**config.mk**
```make
export PLATFORM = sky130hd
export DESIGN_NAME = uart_txfifo
export DESIGN_NICKNAME = d
export VERILOG_FILES = /design/src/rtl/uart_pkg.sv /design/src/rtl/sync_fifo.sv /design/src/rtl/uart_txfifo.sv
export SDC_FILE = /design/constraint.sdc
export NUM_CORES = 1
export LEC_CHECK = 0
export BUFFER_PORTS_ARGS = -buffer_cell sky130_fd_sc_hd__buf_2
export CAP_MARGIN = 20
export CORE_ASPECT_RATIO = 1.2
export CORE_UTILIZATION = 60
export DETAILED_ROUTE_END_ITERATION = 6
export MAX_ROUTING_LAYER = met4
export PLACE_DENSITY_LB_ADDON = 0.05
export SETUP_SLACK_MARGIN = 0.3
export SLEW_MARGIN = 30
export SYNTH_ARGS = -nofsm -noshare
export SYNTH_HDL_FRONTEND = slang
export SYNTH_HIERARCHICAL = 1
export SYNTH_SLANG_ARGS = --single-unit
export TNS_END_PERCENT = 5
```
**constraint.sdc**
```tcl
create_clock -name SYSCLK -period 3.8 [get_ports SYSCLK]
set_input_delay 0.76 -clock SYSCLK [delete_from_list [all_inputs] [get_ports SYSCLK]]
set_output_delay 0.76 -clock SYSCLK [all_outputs]
set_load 0.05 [all_outputs]
```
**src/rtl/uart_pkg.sv**
```systemverilog
// rtl/uart_pkg.sv - shared drain FSM state encoding and default FIFO depth
package uart_pkg;

    localparam int DEPTH_DEFAULT = 16;

    typedef enum logic [1:0] {
        IDLE = 2'd0,
        STB  = 2'd1,
        HOLD = 2'd2
    } drain_state_e;

endpackage

```
**src/rtl/sync_fifo.sv**
```systemverilog
// rtl/sync_fifo.sv - single-clock FIFO storage with wrapping pointers and occupancy count
module sync_fifo #(
    parameter int DEPTH = 16,
    parameter int WIDTH = 8
) (
    input  logic                   clk,
    input  logic                   rst_n,
    input  logic [WIDTH-1:0]       wr_data,
    input  logic                   wr_en,
    input  logic                   rd_en,
    output logic [WIDTH-1:0]       rd_data,
    output logic                   full,
    output logic                   empty,
    output logic [$clog2(DEPTH):0] count
);

    localparam int AW = $clog2(DEPTH);
    localparam int CW = AW + 1;

    logic [WIDTH-1:0] mem_q [DEPTH];
    logic [AW-1:0]    wr_ptr_q, wr_ptr_d;
    logic [AW-1:0]    rd_ptr_q, rd_ptr_d;
    logic [CW-1:0]    count_q, count_d;
    logic             push;
    logic             pop;

    // Full is judged on registered occupancy, so a same-cycle pop never admits a write.
    assign full  = (count_q == CW'(DEPTH));
    assign empty = (count_q == '0);
    assign count = count_q;
    assign push  = wr_en && !full;
    assign pop   = rd_en && !empty;

    assign rd_data = mem_q[rd_ptr_q];

    always_comb begin
        wr_ptr_d = wr_ptr_q;
        rd_ptr_d = rd_ptr_q;
        count_d  = count_q;
        if (push) begin
            wr_ptr_d = wr_ptr_q + AW'(1);
        end
        if (pop) begin
            rd_ptr_d = rd_ptr_q + AW'(1);
        end
        case ({push, pop})
            2'b10:   count_d = count_q + CW'(1);
            2'b01:   count_d = count_q - CW'(1);
            default: count_d = count_q;
        endcase
    end

    always_ff @(posedge clk or negedge rst_n) begin
        if (!rst_n) begin
            wr_ptr_q <= '0;
            rd_ptr_q <= '0;
            count_q  <= '0;
        end else begin
            wr_ptr_q <= wr_ptr_d;
            rd_ptr_q <= rd_ptr_d;
            count_q  <= count_d;
        end
    end

    always_ff @(posedge clk) begin
        if (push) begin
            mem_q[wr_ptr_q] <= wr_data;
        end
    end

endmodule

```
**src/rtl/uart_txfifo.sv**
```systemverilog
// rtl/uart_txfifo.sv - UART transmit FIFO with IDLE/STB/HOLD drain FSM; UART_TXFIFO_OVF_EN adds sticky overflow flag
module uart_txfifo #(
    parameter int DEPTH = uart_pkg::DEPTH_DEFAULT
) (
    input  logic                   SYSCLK,
    input  logic                   RESET_N,
    input  logic [7:0]             wrData,
    input  logic                   wrStb,
    output logic                   full,
    output logic                   empty,
    output logic [$clog2(DEPTH):0] count,
    output logic [7:0]             txData,
    output logic                   txStb,
    input  logic                   txRdy
`ifdef UART_TXFIFO_OVF_EN
    ,
    output logic                   ovf,
    input  logic                   ovfClr
`endif
);

    import uart_pkg::*;

    drain_state_e state_q, state_d;
    logic         hold_first_q, hold_first_d;
    logic [7:0]   txdata_q, txdata_d;
    logic [7:0]   fifo_rd_data;
    logic         pop;

    sync_fifo #(
        .DEPTH (DEPTH),
        .WIDTH (8)
    ) u_fifo (
        .clk     (SYSCLK),
        .rst_n   (RESET_N),
        .wr_data (wrData),
        .wr_en   (wrStb),
        .rd_en   (pop),
        .rd_data (fifo_rd_data),
        .full    (full),
        .empty   (empty),
        .count   (count)
    );

    assign txStb  = (state_q == STB);
    assign txData = txdata_q;

    // The UART drops txRdy one cycle late, so the first HOLD cycle must not trust it.
    always_comb begin
        state_d      = state_q;
        hold_first_d = 1'b0;
        txdata_d     = txdata_q;
        pop          = 1'b0;
        case (state_q)
            IDLE: begin
                if (!empty && txRdy) begin
                    state_d  = STB;
                    pop      = 1'b1;
                    txdata_d = fifo_rd_data;
                end
            end
            STB: begin
                state_d      = HOLD;
                hold_first_d = 1'b1;
            end
            HOLD: begin
                if (!hold_first_q && txRdy) begin
                    state_d = IDLE;
                end
            end
            default: state_d = IDLE;
        endcase
    end

    always_ff @(posedge SYSCLK or negedge RESET_N) begin
        if (!RESET_N) begin
            state_q      <= IDLE;
            hold_first_q <= 1'b0;
            txdata_q     <= 8'h00;
        end else begin
            state_q      <= state_d;
            hold_first_q <= hold_first_d;
            txdata_q     <= txdata_d;
        end
    end

`ifdef UART_TXFIFO_OVF_EN
    logic ovf_q, ovf_d;

    // A drop in the same cycle as a clear keeps the flag set.
    always_comb begin
        ovf_d = (ovf_q && !ovfClr) || (wrStb && full);
    end

    always_ff @(posedge SYSCLK or negedge RESET_N) begin
        if (!RESET_N) begin
            ovf_q <= 1'b0;
        end else begin
            ovf_q <= ovf_d;
        end
    end

    assign ovf = ovf_q;
`endif

endmodule

```
==> reports/qor.yml <==
synth:
  netlist_top_cells_count: "edfxtp_1, mux2i_1, dfrtp_1"
  synth_edf_count: 128
  synth_ff_type: "edfxtp_1"
  synth_seq_area_share_pct: 71.6
  yosysWarningCount: 6
  synth_cells: 357
  synthArstFlopShare_pct: 15.8
  yosys_register_bits: 152
  synth_top_area_cell: "edfxtp_1"
  avgSynthCellArea_um2: 17.4
  synth_cell_type_count: 35
  synth.most_common_cell: "edfxtp_1"
  synth_top_area_share_pct: 61.9
  synthTopCellsByArea: "edfxtp_1, dfrtp_1, mux4_2, mux2i_1, mux2_2"
  synthesis.area_um2: 6200
  synth_nets: 379
timing:
  period_share_pct: 79.6
  layout_min_cycle_time_ns: 3.02
  rsz0062_at_grt: "false"
  tightestPinTransition_ns: 0.945
  clock-skew-final_ns: 0.00601
  slew_headroom_pct: 36.8
  timing_hold_violations_final: 0
  setup_viol: 0
  holdWs_ns: 0.342
  fmax_mhz: 331
  tns_ns: 0
  final_max_slew_viol_count: 0
  fin_ws_ns: 0.776
die:
  core_um2: 10000
  rows: 40
  dieArea_um2: 10800
  start_util_pct: 62.0
  die_w_um: 94.8
  io_pins: 28
  chipHeight_um: 113
grt:
  grt_pass1_vias: 3343
  antenna_found_initial: 0
  grt_pass1_wl_um: 18400
  grt-ovfl-total: 0
  grt_util_all_layers_pct: 25.6
  grt_max_degree: 25
pwr:
  cellPowerDensity_nw_per_um2: 835
  irDropWorstVdd_mv: 0.471
  leakagePower_uw: 0.00256
place:
  post-place-ws_ns: 0.769
  place_congestion: 0.771
  dp_hpwl_um: 7710
  port_buffers: 27
  placed_area_um2: 6460
layout:
  area_growth_pct: 14.1
  antennaDiodeCount: 0
  fin_area_um2: 7080
  fillers: 652
  final_nets: 417
  fin_util_pct: 70.7
  drive_gt1_share_pct: 27.2
clocking:
  cts_tree: "yes"
  h-tree-depth: 4
  clk_latency_ns: 0.42
  cts_resized: 0
  postCtsSetupRepairBufs: 0
  cts.root.buffer_cell: "clkbuf_16"
  cts-buffers-inserted: 17
  cts.clk_slew.worst_paths_ns: 0.06
  cts_hold_buf: 0
  cts_sinks: 152
  cts_buffer_depth: 2
route:
  vias_per_cell: 6.04
  wl_per_cell_um: 21.9
  ant_nets: 0
  first_pass_iters: 5
  drt-total-wl_um: 11700
  route.detailed.drc: 0
  num_vias: 3228
  drt_iter0_drc: 231
run:
  drv_cap: 0
run_status:
  outcome: "complete, no violations"
critical_path:
  cp-start-kind: "flip-flop"
  critPathArrivalTime_ns: 3.32
  criticalPathCategory: "flip-flop to flip-flop"
  cp.required_ns: 4.10
  reg2reg_from: "u_fifo/count[1]"
  crit_fanout: 5
  crit_path_end_kind: "flip-flop"
  crit_start: "u_fifo/count[1]"
min_path:
  min_path_type: "input pin to async pin"
[routing by layer]
metal  track usage (%)  vias to the layer above  wire length (µm)  share of wire, %
li1                  -                     1457                 -                 -
met4              12.4                        0               304               2.6
met2              39.2                       98              5960                51
met1              32.0                     1654              4800                41
met3              6.53                       19               638               5.5
met5                 -                        -                 0                 0
[critical path: stages, from the launching register on]
cell	delay, ns
dfrtp_2	0.43
nor4_2	0.33
and2b_1	0.28
nor4b_4	0.07
nor2b_1	0.13
buf_4	0.16
ha_1	0.25
ha_1	0.33
nor2b_1	0.14
o21ai_0	0.19
a21oi_1	0.09
or3b_1	0.37
xnor2_1	0.13
[logic make-up after synthesis]
family,after synthesis,share of synthesized area (%)
multiplexers,58,13.0
XOR/XNOR,10,1.41
adder cells (fa/ha/maj),10,2.14
buffers and inverters,26,2.56
AND/OR/NAND/NOR,53,4.52
AO/OA/AOI/OAI,48,4.76
flip-flops,152,71.6
[metrics by stage]
step | power, µW | std cells
3_5_place_dp | 4240 | 502
3_3_place_gp | 4190 | 502
5_1_grt | 6190 | 534
4_1_cts | 5950 | 534
2_1_floorplan | 3770 | 357
6_report | 5910 | 534
[final cells by class]
| cell class | instances | area (µm²) | area share [%] |
|---|---|---|---|
| Clock buffer | 18 | 429 | 6.06 |
| Clock inverter | 14 | 183 | 2.58 |
| Inverter | 8 | 30.0 | 0.424 |
| Multi-Input combinational cell | 179 | 1610 | 22.7 |
| Sequential cell | 152 | 4450 | 62.9 |
| Tap cell | 126 | 158 | 2.23 |
| Timing Repair Buffer | 37 | 223 | 3.15 |
[placed cells by master, fill, tap and decap left out, types with 2 or more instances in the layout]
master,instances
o21ai_0,20
edfxtp_1,128
nor2_1,10
buf_2,27
and2b_1,2
and2_1,2
ha_1,9
nand2_1,18
bufinv_16,4
nor2_2,2
dfrtp_2,6
clkinvlp_4,4
xor2_1,3
nor2b_1,4
a21o_1,2
nor3_1,4
xnor2_1,7
a21oi_1,10
mux2i_1,25
a22oi_1,8
mux2_2,16
nand2b_1,3
a221oi_1,8
dfrtp_1,18
inv_1,8
buf_4,9
mux4_2,16
nand3_1,2
clkbuf_16,17
clkinv_2,4
[registers in the layout, indices dropped and copies added, names as in the netlist]
signal           count
hold_first_q         1
u_fifo/mem_q       128
txData               8
u_fifo/wr_ptr_q      4
state_q              2
u_fifo/rd_ptr_q      4
u_fifo/count         5
[worst paths after layout]
path / to / slack, ns / cells after the start
max: u_fifo/count[4] / 0.78 / 12
min: state_q[1] / 0.34 / 1
min reg2reg: txData[4] / 0.50 / 1
max reg2reg: u_fifo/count[4] / 0.78 / 12
max in group asynchronous: u_fifo/count[1] / 3.04 / 1
min in group SYSCLK: txData[4] / 0.50 / 1
[power by group]
group	internal [µW]	leakage [µW]	switching (µW)	total [µW]
combinational	749	0.000834	1130	1870
clock	1090	0.000289	619	1710
sequential	2090	0.00143	238	2330
total	3930	0.00256	1980	5910
Note: power is estimated with default switching activity, not from simulation.
